**config.mk**
```make
export PLATFORM = sky130hd
export DESIGN_NAME = prescale_ctrl_flat
export DESIGN_NICKNAME = d
export VERILOG_FILES = /design/src/rtl/prescale_ctrl_if.sv /design/src/rtl/prescale_ctrl.sv /design/src/flat_wrapper.sv
export SDC_FILE = /design/constraint.sdc
export NUM_CORES = 1
export LEC_CHECK = 0
export ABC_AREA = 1
export BUFFER_PORTS_ARGS = -buffer_cell sky130_fd_sc_hd__buf_2
export CAP_MARGIN = 40
export CORE_ASPECT_RATIO = 0.5
export CORE_MARGIN = 3
export CORE_UTILIZATION = 30
export DETAILED_ROUTE_END_ITERATION = 10
export MAX_ROUTING_LAYER = met4
export REMOVE_ABC_BUFFERS = 1
export SETUP_SLACK_MARGIN = 0.15
export SLEW_MARGIN = 10
export SYNTH_ARGS = -nofsm -noshare
export SYNTH_HDL_FRONTEND = slang
export SYNTH_SLANG_ARGS = --single-unit
```
**constraint.sdc**
```tcl
create_clock -name clk_in -period 2.9 [get_ports clk_in]
set_input_delay 0.58 -clock clk_in [delete_from_list [all_inputs] [get_ports clk_in]]
set_output_delay 0.58 -clock clk_in [all_outputs]
set_load 0.02 [all_outputs]
```
**src/rtl/prescale_ctrl_if.sv**
```systemverilog
// Control/status bundle for prescale_ctrl.
// DIV_CLK_OUT_EN adds the divided square clock clk_out to the bundle.
interface prescale_ctrl_if #(
    parameter int unsigned CNT_W = 20
);
    logic             start;
    logic             stop;
    logic             oneshot;
    logic             div_wr;
    logic [CNT_W-1:0] div_val;
    logic             tick;
    logic             done;
    logic             busy;
    logic [CNT_W-1:0] count;
`ifdef DIV_CLK_OUT_EN
    logic             clk_out;
`endif

    // Controller side drives commands and observes status
    modport master (
        output start, stop, oneshot, div_wr, div_val,
        input  tick, done, busy, count
`ifdef DIV_CLK_OUT_EN
        , input clk_out
`endif
    );

    // Prescaler side
    modport slave (
        input  start, stop, oneshot, div_wr, div_val,
        output tick, done, busy, count
`ifdef DIV_CLK_OUT_EN
        , output clk_out
`endif
    );
endinterface

```
**src/rtl/prescale_ctrl.sv**
```systemverilog
// Programmable prescaler: emits a one-cycle tick every div+1 clk_in cycles,
// with one-shot/continuous modes, pause/resume and deferred divisor updates.
// Optional macro DIV_CLK_OUT_EN adds a divided square clock output.
module prescale_ctrl #(
    parameter int unsigned CNT_W       = 20,
    parameter int unsigned DEFAULT_DIV = 65000
) (
    input  logic             clk_in,
    input  logic             rst,
    prescale_ctrl_if.slave   bus
);
    typedef enum logic [1:0] {
        IDLE = 2'd0,
        RUN  = 2'd1,
        HOLD = 2'd2
    } state_t;

    state_t           state;
    logic [CNT_W-1:0] count_q;
    logic [CNT_W-1:0] div_q;
    logic [CNT_W-1:0] pend_q;
    logic             pend_vld;
    logic             mode_os;
    logic             tick_q;
    logic             done_q;
    logic             busy_q;
    logic             terminal_c;
`ifdef DIV_CLK_OUT_EN
    logic             clk_out_q;
`endif

    // Last count of the current period
    assign terminal_c = (count_q == div_q);

    // Mode FSM, counter and divisor bookkeeping; stop has priority over start
    always_ff @(posedge clk_in or posedge rst) begin
        if (rst) begin
            state     <= IDLE;
            count_q   <= '0;
            div_q     <= CNT_W'(DEFAULT_DIV);
            pend_q    <= '0;
            pend_vld  <= 1'b0;
            mode_os   <= 1'b0;
            tick_q    <= 1'b0;
            done_q    <= 1'b0;
            busy_q    <= 1'b0;
`ifdef DIV_CLK_OUT_EN
            clk_out_q <= 1'b0;
`endif
        end else begin
            tick_q <= 1'b0;
            done_q <= 1'b0;
            case (state)
                IDLE: begin
                    if (bus.div_wr) begin
                        div_q    <= bus.div_val;
                        pend_vld <= 1'b0;
                    end
                    if (bus.start && !bus.stop) begin
                        state   <= RUN;
                        busy_q  <= 1'b1;
                        count_q <= '0;
                        mode_os <= bus.oneshot;
                    end
                end
                RUN: begin
                    if (terminal_c) begin
                        tick_q  <= 1'b1;
                        done_q  <= mode_os;
                        count_q <= '0;
                        // A pending value becomes the new period; a write in
                        // this very cycle waits for the following terminal.
                        if (pend_vld) begin
                            div_q <= pend_q;
                        end
                        pend_vld <= bus.div_wr;
                        if (bus.div_wr) begin
                            pend_q <= bus.div_val;
                        end
`ifdef DIV_CLK_OUT_EN
                        clk_out_q <= ~clk_out_q;
`endif
                        if (bus.stop) begin
                            state <= HOLD;
                        end else if (mode_os) begin
                            state  <= IDLE;
                            busy_q <= 1'b0;
`ifdef DIV_CLK_OUT_EN
                            clk_out_q <= 1'b0;
`endif
                        end
                    end else begin
                        if (bus.div_wr) begin
                            pend_q   <= bus.div_val;
                            pend_vld <= 1'b1;
                        end
                        if (bus.stop) begin
                            state <= HOLD;
                        end else begin
                            count_q <= count_q + CNT_W'(1);
                        end
                    end
                end
                HOLD: begin
                    if (bus.div_wr) begin
                        pend_q   <= bus.div_val;
                        pend_vld <= 1'b1;
                    end
                    if (bus.stop) begin
                        state   <= IDLE;
                        busy_q  <= 1'b0;
                        count_q <= '0;
`ifdef DIV_CLK_OUT_EN
                        clk_out_q <= 1'b0;
`endif
                    end else if (bus.start) begin
                        state <= RUN;
                    end
                end
                default: begin
                    state  <= IDLE;
                    busy_q <= 1'b0;
                end
            endcase
        end
    end

    assign bus.tick  = tick_q;
    assign bus.done  = done_q;
    assign bus.busy  = busy_q;
    assign bus.count = count_q;
`ifdef DIV_CLK_OUT_EN
    assign bus.clk_out = clk_out_q;
`endif

endmodule

```
**src/flat_wrapper.sv**
```systemverilog
// flat-port wrapper written by rule: the top's interface ports become plain ports
module prescale_ctrl_flat 
#(
    parameter int unsigned CNT_W       = 20,
    parameter int unsigned DEFAULT_DIV = 65000
)
  (clk_in, rst, bus_start, bus_stop, bus_oneshot, bus_div_wr, bus_div_val, bus_tick, bus_done, bus_busy, bus_count);
  prescale_ctrl_if #(.CNT_W(CNT_W)) bus_i ();
  input  logic clk_in;
  input  logic rst;
  input wire logic [$bits(bus_i.start)-1:0] bus_start;
  input wire logic [$bits(bus_i.stop)-1:0] bus_stop;
  input wire logic [$bits(bus_i.oneshot)-1:0] bus_oneshot;
  input wire logic [$bits(bus_i.div_wr)-1:0] bus_div_wr;
  input wire logic [$bits(bus_i.div_val)-1:0] bus_div_val;
  output wire logic [$bits(bus_i.tick)-1:0] bus_tick;
  output wire logic [$bits(bus_i.done)-1:0] bus_done;
  output wire logic [$bits(bus_i.busy)-1:0] bus_busy;
  output wire logic [$bits(bus_i.count)-1:0] bus_count;
  assign bus_i.start = bus_start;
  assign bus_i.stop = bus_stop;
  assign bus_i.oneshot = bus_oneshot;
  assign bus_i.div_wr = bus_div_wr;
  assign bus_i.div_val = bus_div_val;
  assign bus_tick = bus_i.tick;
  assign bus_done = bus_i.done;
  assign bus_busy = bus_i.busy;
  assign bus_count = bus_i.count;
  prescale_ctrl #(.CNT_W(CNT_W), .DEFAULT_DIV(DEFAULT_DIV)) u_core (.clk_in(clk_in), .rst(rst), .bus(bus_i));
endmodule
```
Word level (Yosys, flattened, before mapping)
Index checks and enable logic that the tools add are counted.
Widths: inputs -> output; s select.
{"block": "word_totals", "ff_bits": 67, "in_bits": 26, "output_inout_bits": 23, "wordCells": 68}
{"block": "op_classes", "addsub": 1, "n_eq_ne": 14, "muxes": 31, "reduce_logical": 13}
{"cell": "$mux 20", "count": 7}
{"cell": "$pmux 20 s3", "count": 1}
{"cell": "$pmux 20 s2", "count": 1}
{"cell": "$add 20x1->20 const B", "count": 1}
{"cell": "$eq 20x20->1", "count": 1}
{"cell": "$mux 2", "count": 7}
{"cell": "$mux 1", "count": 12}
{"cell": "$reduce_and 4->1", "count": 3}
{"cell": "$ne 3x2->1 const B", "count": 3}
{"cell": "$ne 2x1->1 const B", "count": 4}
{"cell": "$ne 2x2->1 const B", "count": 3}
{"cell": "$pmux 1 s3", "count": 2}
{"cell": "$pmux 2 s3", "count": 1}
{"cell": "$reduce_and 2->1", "count": 3}
{"cell": "$reduce_and 5->1", "count": 1}
{"cell": "$ne 3x3->1 const B", "count": 1}
{"cell": "$reduce_bool 3->1", "count": 1}
{"cell": "$eq 2x1->1 const B", "count": 1}
{"cell": "$eq 2x2->1 const B", "count": 1}
{"cell": "$logic_not 2->1", "count": 1}
{"cell": "$reduce_bool 2->1", "count": 1}
{"cell": "$reduce_or 2->1", "count": 1}
{"cell": "$logic_and 1x1->1", "count": 1}
{"cell": "$logic_not 1->1", "count": 1}

Logic depth before layout (Yosys ltp)
Gate-level depths: netlist (run 1).
{"block": "logic_depth", "ltp_word": 4, "depth_mapped": 13, "depth_no_buf": 12}

Worst setup path after synthesis (run 1)
Ideal clock, no wire load.
{"block": "synth_path", "kind": "reg-to-reg", "from": "reg u_core.count_q[4] (netlist: u_core.bus.count[4])", "to": "reg u_core.div_q[19]", "setup_ns": 0.123, "arrival_time_ns": 1.594, "t_required_ns": 2.777, "slack_ns": 1.183, "stages_incl_launch_ff": 14, "path_buffers": 2, "period_less_slack_ns": 1.717, "path_cell_list": "dfrtp_1 -> buf_2 -> inv_1 -> nand2_1 -> nand2_1 -> nor2_1 -> nand2_1 -> nor2_4 -> nand3_4 -> nand2_4 -> nand3_4 -> buf_6 -> nand2_1 -> o21ai_2"}
{"block": "synth_between", "elab_chain_cells": 3}
{"element": "start: declaration", "line": "prescale_ctrl.sv:19", "text": "logic [CNT_W-1:0] count_q;"}
{"element": "start signal: assignment", "line": "prescale_ctrl.sv:100", "text": "count_q <= count_q + CNT_W'(1);"}
{"element": "$eq 20x20->1", "line": "prescale_ctrl.sv:33", "text": "assign terminal_c = (count_q == div_q);"}
{"element": "$ne 2x1->1 (no line)"}
{"element": "$reduce_and 4->1 (no line)"}
{"element": "end signal: assignment", "line": "prescale_ctrl.sv:40", "text": "div_q <= CNT_W'(DEFAULT_DIV);"}
{"element": "end signal: assignment", "line": "prescale_ctrl.sv:56", "text": "div_q <= bus.div_val;"}
{"element": "end signal: assignment", "line": "prescale_ctrl.sv:74", "text": "div_q <= pend_q;"}
{"element": "end: declaration", "line": "prescale_ctrl.sv:20", "text": "logic [CNT_W-1:0] div_q;"}
No other way between the ends.
A chain may end at the register's enable or synchronous reset.

Worst setup path in the final report (run 1)
{"block": "layout_path", "from": "reg u_core.div_q[11]", "to": "reg u_core.div_q[17]"}
{"block": "layout_between", "elab_chain_cells": 3}
{"element": "$eq 20x20->1", "line": "prescale_ctrl.sv:33"}
{"element": "$ne 2x1->1 (no line)"}
{"element": "$reduce_and 4->1 (no line)"}
No other way between the ends.

==> key figures, run 1 <==
Status
  • Status: finished, final reports clean

Logic synthesis
  • Share of synthesized registers carrying an async set or reset: 100%
  • Post-synth EDFFs: 0
  • Mapped Cells: 466
  • Mapped cell area: 3950 um2
  • Number of synthesized register bits: 67
  • YS warnings: 0
  • Share of the synthesized area in the top cell type: 35.5%
  • Synthesized area per cell: 8.48 um2
  • Area leader, netlist: dfrtp_1
  • Synth top cells by count: 137 x nand2_1, 56 x dfrtp_1, 40 x inv_1
  • Seq/Total Area, Yosys: 42.8%
  • Top-count cell post-synth: nand2_1
  • Area contributors post-synth: dfrtp_1 35%, nand2_1 13%, dfstp_2 7.3%, o21ai_2 6.4%, mux2_2 5.4%
  • Netlist cell types: 31
  • Ys flop type: dfrtp_1

Detailed routing
  • DR iter-0 viols: 182
  • DR WL/cell: 12.9 um
  • DRC violations left: 0
  • Routed WL: 8.79 mm
  • Vias per std cell: 4.56
  • Routed via count: 3118
  • Final ANT Viol Nets: 0
  • DR pass1 iterations: 4

Placement
  • DP HPWL: 6.24 mm
  • Port bufs: 48
  • GPL Wtd Cong: 0.842
  • Cell area after placement: 4340 um2

Timing
  • Clock Skew: 0.00485 ns
  • RSZ-0062 raised after global routing: no
  • Max Fclk: 494 MHz
  • Worst relative slew slack: 65.1%
  • Setup_tns: 0 ns
  • Min cycle time layout: 2.02 ns
  • Fin crit share: 69.8%
  • Final Hold Fails: 0
  • Final setup fails: 0
  • Pins Over Slew Limit: 0
  • Worst Max-Slew Pin Slew: 0.523 ns

Floorplanning
  • DIE HEIGHT: 87.1 um
  • Die width: 168 um
  • Core Footprint: 12300 um2
  • Die Area: 14700 um2
  • Core Rows: 28
  • I/O pin cnt: 49
  • Starting Density: 32.0%

Flow run
  • Max-cap viol count: 0

Final layout
  • Layout cells sized above 1: 28.3%
  • Fill count: 1285
  • Design area: 4640 um2
  • Final core occ: 37.6%
  • Syn-to-layout area delta: 17.5%
  • Diodes inserted: 0
  • Sequential cell area: 1690 um2
  • Final net count: 545
  • Area taken by multi-input logic gates: 1950 um2

CTS
  • Number of gates resized after cts: 0
  • Worst-skew pair later-pin latency: 0.34 ns
  • Hold buffer count at cts: 0
  • H-tree levels: 3
  • Clock sink count: 67
  • CTS tree: yes
  • Clock slew at reported path FFs: 0.06 ns
  • Root buf cell: clkbuf_16
  • Clock Path Buffers: 2
  • CTS Buf Count: 9
  • Post-CTS Setup Inserts: 0

Critical path
  • Crit path max fanout: 40
  • Worst Setup End Kind: flop
  • Reg2reg setup slack: 0.88 ns
  • CP Launch Type: flop
  • Critical Path Start: u_core.div_q[11]
  • CP Class: flop to flop
  • Worst Path Required: 3.11 ns
  • Worst EP arrival: 2.24 ns
  • Reg-to-Reg Start: u_core.div_q[11]

Power and ir drop
  • Pleak: 2.16 nW
  • Total power: 0.00450 W
  • Worst vdd ir: 507 uV
  • PwrDens: 970 nW/um2

Global route
  • Remaining Overflow, GRT: 0
  • Gr usage total: 13.3%
  • Largest net degree at the start of global routing: 68
  • Antenna violations before repair: 0
  • Number of global-route vias before repair: 2967
  • First-pass GRT wire length: 15.1 mm

Min path
  • Hold Path Class: input pin to async pin
==> path summary, 6_finish.rpt <==
check,cells past startpoint,to
worst min-delay path,3,u_core.pend_q[0]
worst min register to register,2,u_core.bus.busy
max in group asynchronous,3,u_core.div_q[10]
worst max register to register,12,u_core.div_q[17]
worst max-delay path,12,u_core.div_q[17]
min in group clk_in,2,u_core.bus.busy
==> flip-flops by register name (all words and copies together), names as in the netlist <==
| signal | flops |
|---|---|
| u_core.mode_os | 1 |
| u_core.bus.count | 20 |
| u_core.bus.busy | 1 |
| u_core.div_q | 20 |
| u_core.bus.tick | 1 |
| u_core.pend_vld | 1 |
| u_core.bus.done | 1 |
| u_core.state | 2 |
| u_core.pend_q | 20 |
==> metal layers <==
metal | global-route usage, % | routed length (um)
met5 | - | 0
met4 | 4.97 | 142
met3 | 3.72 | 363
met2 | 20.0 | 4010
met1 | 17.3 | 4280
==> stage by stage <==
stage | hold slack (ns) | instances | setup slack (ns)
after global routing | 0.333 | 684 | 0.635
after floorplan | 0.448 | 446 | -0.108
final | 0.289 | 684 | 0.876
after detailed placement | 0.477 | 668 | 0.885
after CTS | 0.317 | 684 | 0.857
after global placement | 0.465 | 668 | 0.908
==> where the power goes <==
part           switching [W]  internal (W)  total, W
clock               0.000433      0.000669   0.00110
sequential          0.000211       0.00133   0.00154
combinational        0.00112      0.000738   0.00186
==> cells by family after synthesis <==
| logic type | share of synthesized area (%) |
|---|---|
| xor+xnor | 3.33 |
| buf+inv | 7.82 |
| simple gates | 25.2 |
| mux | 10.2 |
| flops | 42.8 |
| compound gates | 9.09 |
| fa+ha+maj | 1.58 |
==> layout make-up <==
class | count | area share [%]
repair buffers | 57 | 6.90
well taps | 165 | 4.45
multi-input cells | 334 | 42.1
clock inverters | 7 | 1.67
flip-flops and latches | 67 | 36.4
inverters | 45 | 3.64
clock buffers | 9 | 4.85
==> worst max-delay path, cell delays in order (launching register included) <==
cell and delay [ns]:
dfstp_2 0.54, inv_1 0.04, nand2_1 0.05, nand2_1 0.05, nor2_1 0.16, nand2_1 0.10, nor2_2 0.19, nand3_4 0.12
nand2_4 0.10, nand3_4 0.05, buf_4 0.30, nand2_1 0.14, o21ai_2 0.06
==> cell usage in the layout, fill, tap and decap left out, drive strengths merged <==
master	Yosys	layout
nand2	140	140
buf	14	57
dfrtp	56	56
o21ai	47	47
inv	45	46
nor2	38	38
mux2	19	19
mux2i	19	19
nand3	19	19
nand4	17	17
dfstp	11	11
xor2	9	9
clkbuf	6	9
xnor2	6	6
nor3	5	5
nand3b	5	5
ha	5	5
clkinvlp	0	4
a21oi	3	3
or2	1	1
nor3b	1	1
bufinv	0	1
clkinv	0	1
(Power assumes the default switching activity.)
==> inputs of run 2 (changes only) <==
Settings changed: ABC_AREA 1 to 0.
Clock period 2.9 ns to 1.9 ns, I/O delays scaled along.
==> run 2 against run 1 <==
Against the previous run: critical endpoint is now u_core.bus.count[18]; power rose by 84%; the run now ends with setup timing left; utilization rose by 12 points; routed wire length rose by 24%; register-to-register slack got worse by 1.1 ns; via count fell by 0.38%; global-route usage rose by 2.5 points.
==> key figures, run 2 <==
Critical path
  • R2r endpoint: u_core.bus.count[18] (was u_core.div_q[17])
  • Top cell family by delay on the critical path: simple AND/OR/NAND/NOR gates (unchanged)
  • CP Class: flop to flop (unchanged)
  • Worst EP arrival: 2.39 ns (was 2.24 ns)
  • Crit path max fanout: 4 (was 40)
  • Worst Path Required: 2.16 ns (was 3.11 ns)
  • CP bufs+invs: 0 (was 2)
  • Crit. path cell count: 6 (was 12)
  • Worst Setup End Kind: flop (unchanged)
  • CP max-delay cell: dfstp_2 (unchanged)
  • Reg-to-Reg Start: u_core.div_q[12] (was u_core.div_q[11])
  • CP max stage delay: 0.57 ns (was 0.54 ns)
  • CP Launch Type: flop (unchanged)
  • CP Cell Sequence: xor2_2, nor4_2, and3_4, a21oi_4, or4_4, a21oi_2 (was inv_1, nand2_1, nand2_1, nor2_1, nand2_1, nor2_2, nand3_4, nand2_4, nand3_4, buf_4, nand2_1, o21ai_2)
  • Reg2reg setup slack: -0.23 ns (was 0.88 ns)
  • Worst reg2reg path depth: 6 (was 12)

CTS
  • Hold buffer count at cts: 0 (unchanged)
  • Worst-skew pair later-pin latency: 0.34 ns (about the same)
  • CTS Buf Count: 9 (unchanged)
  • Clock sink count: 67 (unchanged)
  • Clock slew at reported path FFs: 0.06 ns (about the same)
  • Root buf cell: clkbuf_16 (unchanged)
  • H-tree levels: 3 (unchanged)
  • CTS tree: yes (unchanged)
  • Clock Path Buffers: 2 (unchanged)

Status
  • Violated checks: setup timing
  • Status: complete, but fails checks (was finished, final reports clean)

Logic synthesis
  • Number of synthesized register bits: 67 (unchanged)
  • Area leader, netlist: dfrtp_1 (unchanged)
  • Area contributors post-synth: dfrtp_1 39%, dfstp_2 8.1%, mux2_2 6.6%, xor2_1 4.9%, a2bb2oi_1 4.2% (was dfrtp_1 35%, nand2_1 13%, dfstp_2 7.3%, o21ai_2 6.4%, mux2_2 5.4%)
  • Synthesized area per cell: 11.1 um2 (was 8.48 um2)
  • Ys flop type: dfrtp_1 (unchanged)
  • YS warnings: 0 (unchanged)
  • Synth top cells by count: 56 x dfrtp_1, 22 x o22ai_1, 21 x mux2_2 (was 137 x nand2_1, 56 x dfrtp_1, 40 x inv_1)
  • Netlist cell types: 61 (was 31)
  • Seq/Total Area, Yosys: 47.2% (was 42.8%)
  • Post-synth EDFFs: 0 (unchanged)
  • Mapped cell area: 3580 um2 (was 3950 um2)
  • Share of synthesized registers carrying an async set or reset: 100% (unchanged)
  • Mapped Cells: 323 (was 466)
  • Share of the synthesized area in the top cell type: 39.1% (was 35.5%)
  • Top-count cell post-synth: dfrtp_1 (was nand2_1)

Detailed routing
  • Wire length on met3: 343 um (was 363 um)
  • Metal1 wirelength: 5.06 mm (was 4.28 mm)
  • DR WL/cell: 17.8 um (was 12.9 um)
  • DRC violations left: 0 (unchanged)
  • DR pass1 iterations: 4 (unchanged)
  • DR iter-0 viols: 139 (was 182)
  • Routed via count: 3106 (was 3118)
  • Vias per std cell: 5.06 (was 4.56)
  • Routed WL: 10.9 mm (was 8.79 mm)
  • Top routing layer in use: met4 (unchanged)
  • Final ANT Viol Nets: 0 (unchanged)
  • Metal2 WL: 5.30 mm (was 4.01 mm)

Timing
  • Clock Skew: 0.00553 ns (was 0.00485 ns)
  • Worst relative slew slack: 64.5% (was 65.1%)
  • Max Fclk: 470 MHz (was 494 MHz)
  • Min cycle time layout: 2.13 ns (was 2.02 ns)
  • Final Hold Fails: 0 (unchanged)
  • RSZ-0062 raised after global routing: yes (was no)
  • Final setup fails: 44 (was 0)
  • Worst setup margin: -0.230 ns (was 0.876 ns)
  • Hold slack: 0.121 ns (was 0.289 ns)
  • Worst Max-Slew Pin Slew: 0.532 ns (was 0.523 ns)
  • Pins Over Slew Limit: 0 (unchanged)
  • Fin crit share: 112% (was 69.8%)

Final layout
  • Final net count: 481 (was 545)
  • Syn-to-layout area delta: 57.7% (was 17.5%)
  • Layout cells sized above 1: 60.7% (was 28.3%)
  • Final core occ: 49.9% (was 37.6%)
  • Design area: 5650 um2 (was 4640 um2)
  • Diodes inserted: 0 (unchanged)
  • Most common cell after layout, fill and taps aside: buf_4 (was nand2_1)
  • Fin cells: 614 (was 684)
  • Most frequent cells in the layout: 57 x buf_4, 56 x dfrtp_1, 48 x buf_2 (was 137 x nand2_1, 56 x dfrtp_1, 48 x buf_2)

Global route
  • Remaining Overflow, GRT: 0 (unchanged)
  • Antenna violations before repair: 0 (unchanged)
  • First-pass GRT wire length: 16.4 mm (was 15.1 mm)
  • Largest net degree at the start of global routing: 42 (was 68)
  • Gr usage total: 15.9% (was 13.3%)
  • Number of global-route vias before repair: 3196 (was 2967)

Floorplanning
  • Core Rows: 27 (was 28)
  • I/O pin cnt: 49 (unchanged)
  • DIE HEIGHT: 83.3 um (was 87.1 um)
  • Die width: 161 um (was 168 um)
  • Starting Density: 31.6% (was 32.0%)
  • Die Area: 13400 um2 (was 14700 um2)
  • Core Footprint: 11300 um2 (was 12300 um2)

Power and ir drop
  • PwrDens: 1470 nW/um2 (was 970 nW/um2)
  • Total power: 0.00830 W (was 0.00450 W)
  • Worst vdd ir: 482 uV (was 507 uV)
  • Pleak: 2.46 nW (was 2.16 nW)

Flow run
  • Max-cap viol count: 0 (unchanged)

Min path
  • Hold Path Class: input pin to async pin (unchanged)

Placement
  • Dpl cells: 583 (was 668)
  • GPL Wtd Cong: 0.818 (was 0.842)
  • Port bufs: 48 (unchanged)
  • DP HPWL: 6.97 mm (was 6.24 mm)
  • Cell area after placement: 4500 um2 (was 4340 um2)
[run 2: changes by cell type after synthesis, sizes merged, moves of 8 or more]
cell     previous run  this run
a21oi               3        11
inv                45        12
mux2i              19         6
nand2             140        17
nor4                0         8
nor2               38        11
nand4              17         6
o22ai               0        22
o21ai              47         8
xor2                9        20
a2bb2oi             0        20
[run 2: metal layers]
metal | vias to the layer above | GRT usage (%)
li1 | 1463 | -
met1 | 1567 | 20.0
met2 | 55 | 24.9
met3 | 21 | 3.84
met4 | 0 | 5.75
met5 | - | -
[run 2: worst max path at each step]
stage	startpoint	slack, ns	to
CTS	u_core.div_q[6]	-0.19	u_core.bus.count[18]
detailed placement	u_core.state[0]	-0.33	u_core.bus.count[15]
floorplan	u_core.state[1]	-1.45	u_core.div_q[10]
finish	u_core.div_q[12]	-0.23	u_core.bus.count[18]
global placement	u_core.state[0]	-0.27	u_core.bus.count[15]
global route	u_core.state[0]	-0.31	u_core.bus.count[15]
[run 2: what timing repair did]
item / in CTS / in global routing
gates cloned: 0 / 6
pin swaps: 21 / 46
gates resized for setup: 56 / 66
setup buffers: 9 / 0
setup endpoints to repair: 45 / 46
[run 2: power breakdown]
group | switching, W | internal (W)
clock network | 0.000618 | 0.00105
logic | 0.00193 | 0.00223
registers | 0.000438 | 0.00203
total | 0.00299 | 0.00531
[run 2: worst reg2reg max path: stages (launching register included)]
cell and delay, ns:
dfstp_2 0.57, xor2_2 0.08, nor4_2 0.34, and3_4 0.29
a21oi_4 0.09, or4_4 0.52, a21oi_2 0.16
[run 2: kinds of logic after synthesis]
logic type / synth area share, %
xor+xnor: 5.14
mux: 8.60
simple gates: 15.0
buf+inv: 4.16
fa+ha+maj: 1.75
flops: 47.2
compound gates: 18.2
[run 2: cell type report]
cell class	count	area [um2]
multi-input cells	226	2320
flip-flops and latches	67	1690
clock inverters	4	51.3
inverters	12	45.0
well taps	159	199
fillers	967	5670
clock buffers	12	246
repair buffers	134	1090
[run 2: metrics by stage]
| step | TNS [ns] | setup slack (ns) |
|---|---|---|
| after floorplan | -44.42 | -1.45 |
| after global placement | -6.18 | -0.267 |
| after detailed placement | -6.80 | -0.332 |
| after CTS | -5.33 | -0.189 |
| after global routing | -9.90 | -0.314 |
| final | -6.72 | -0.230 |
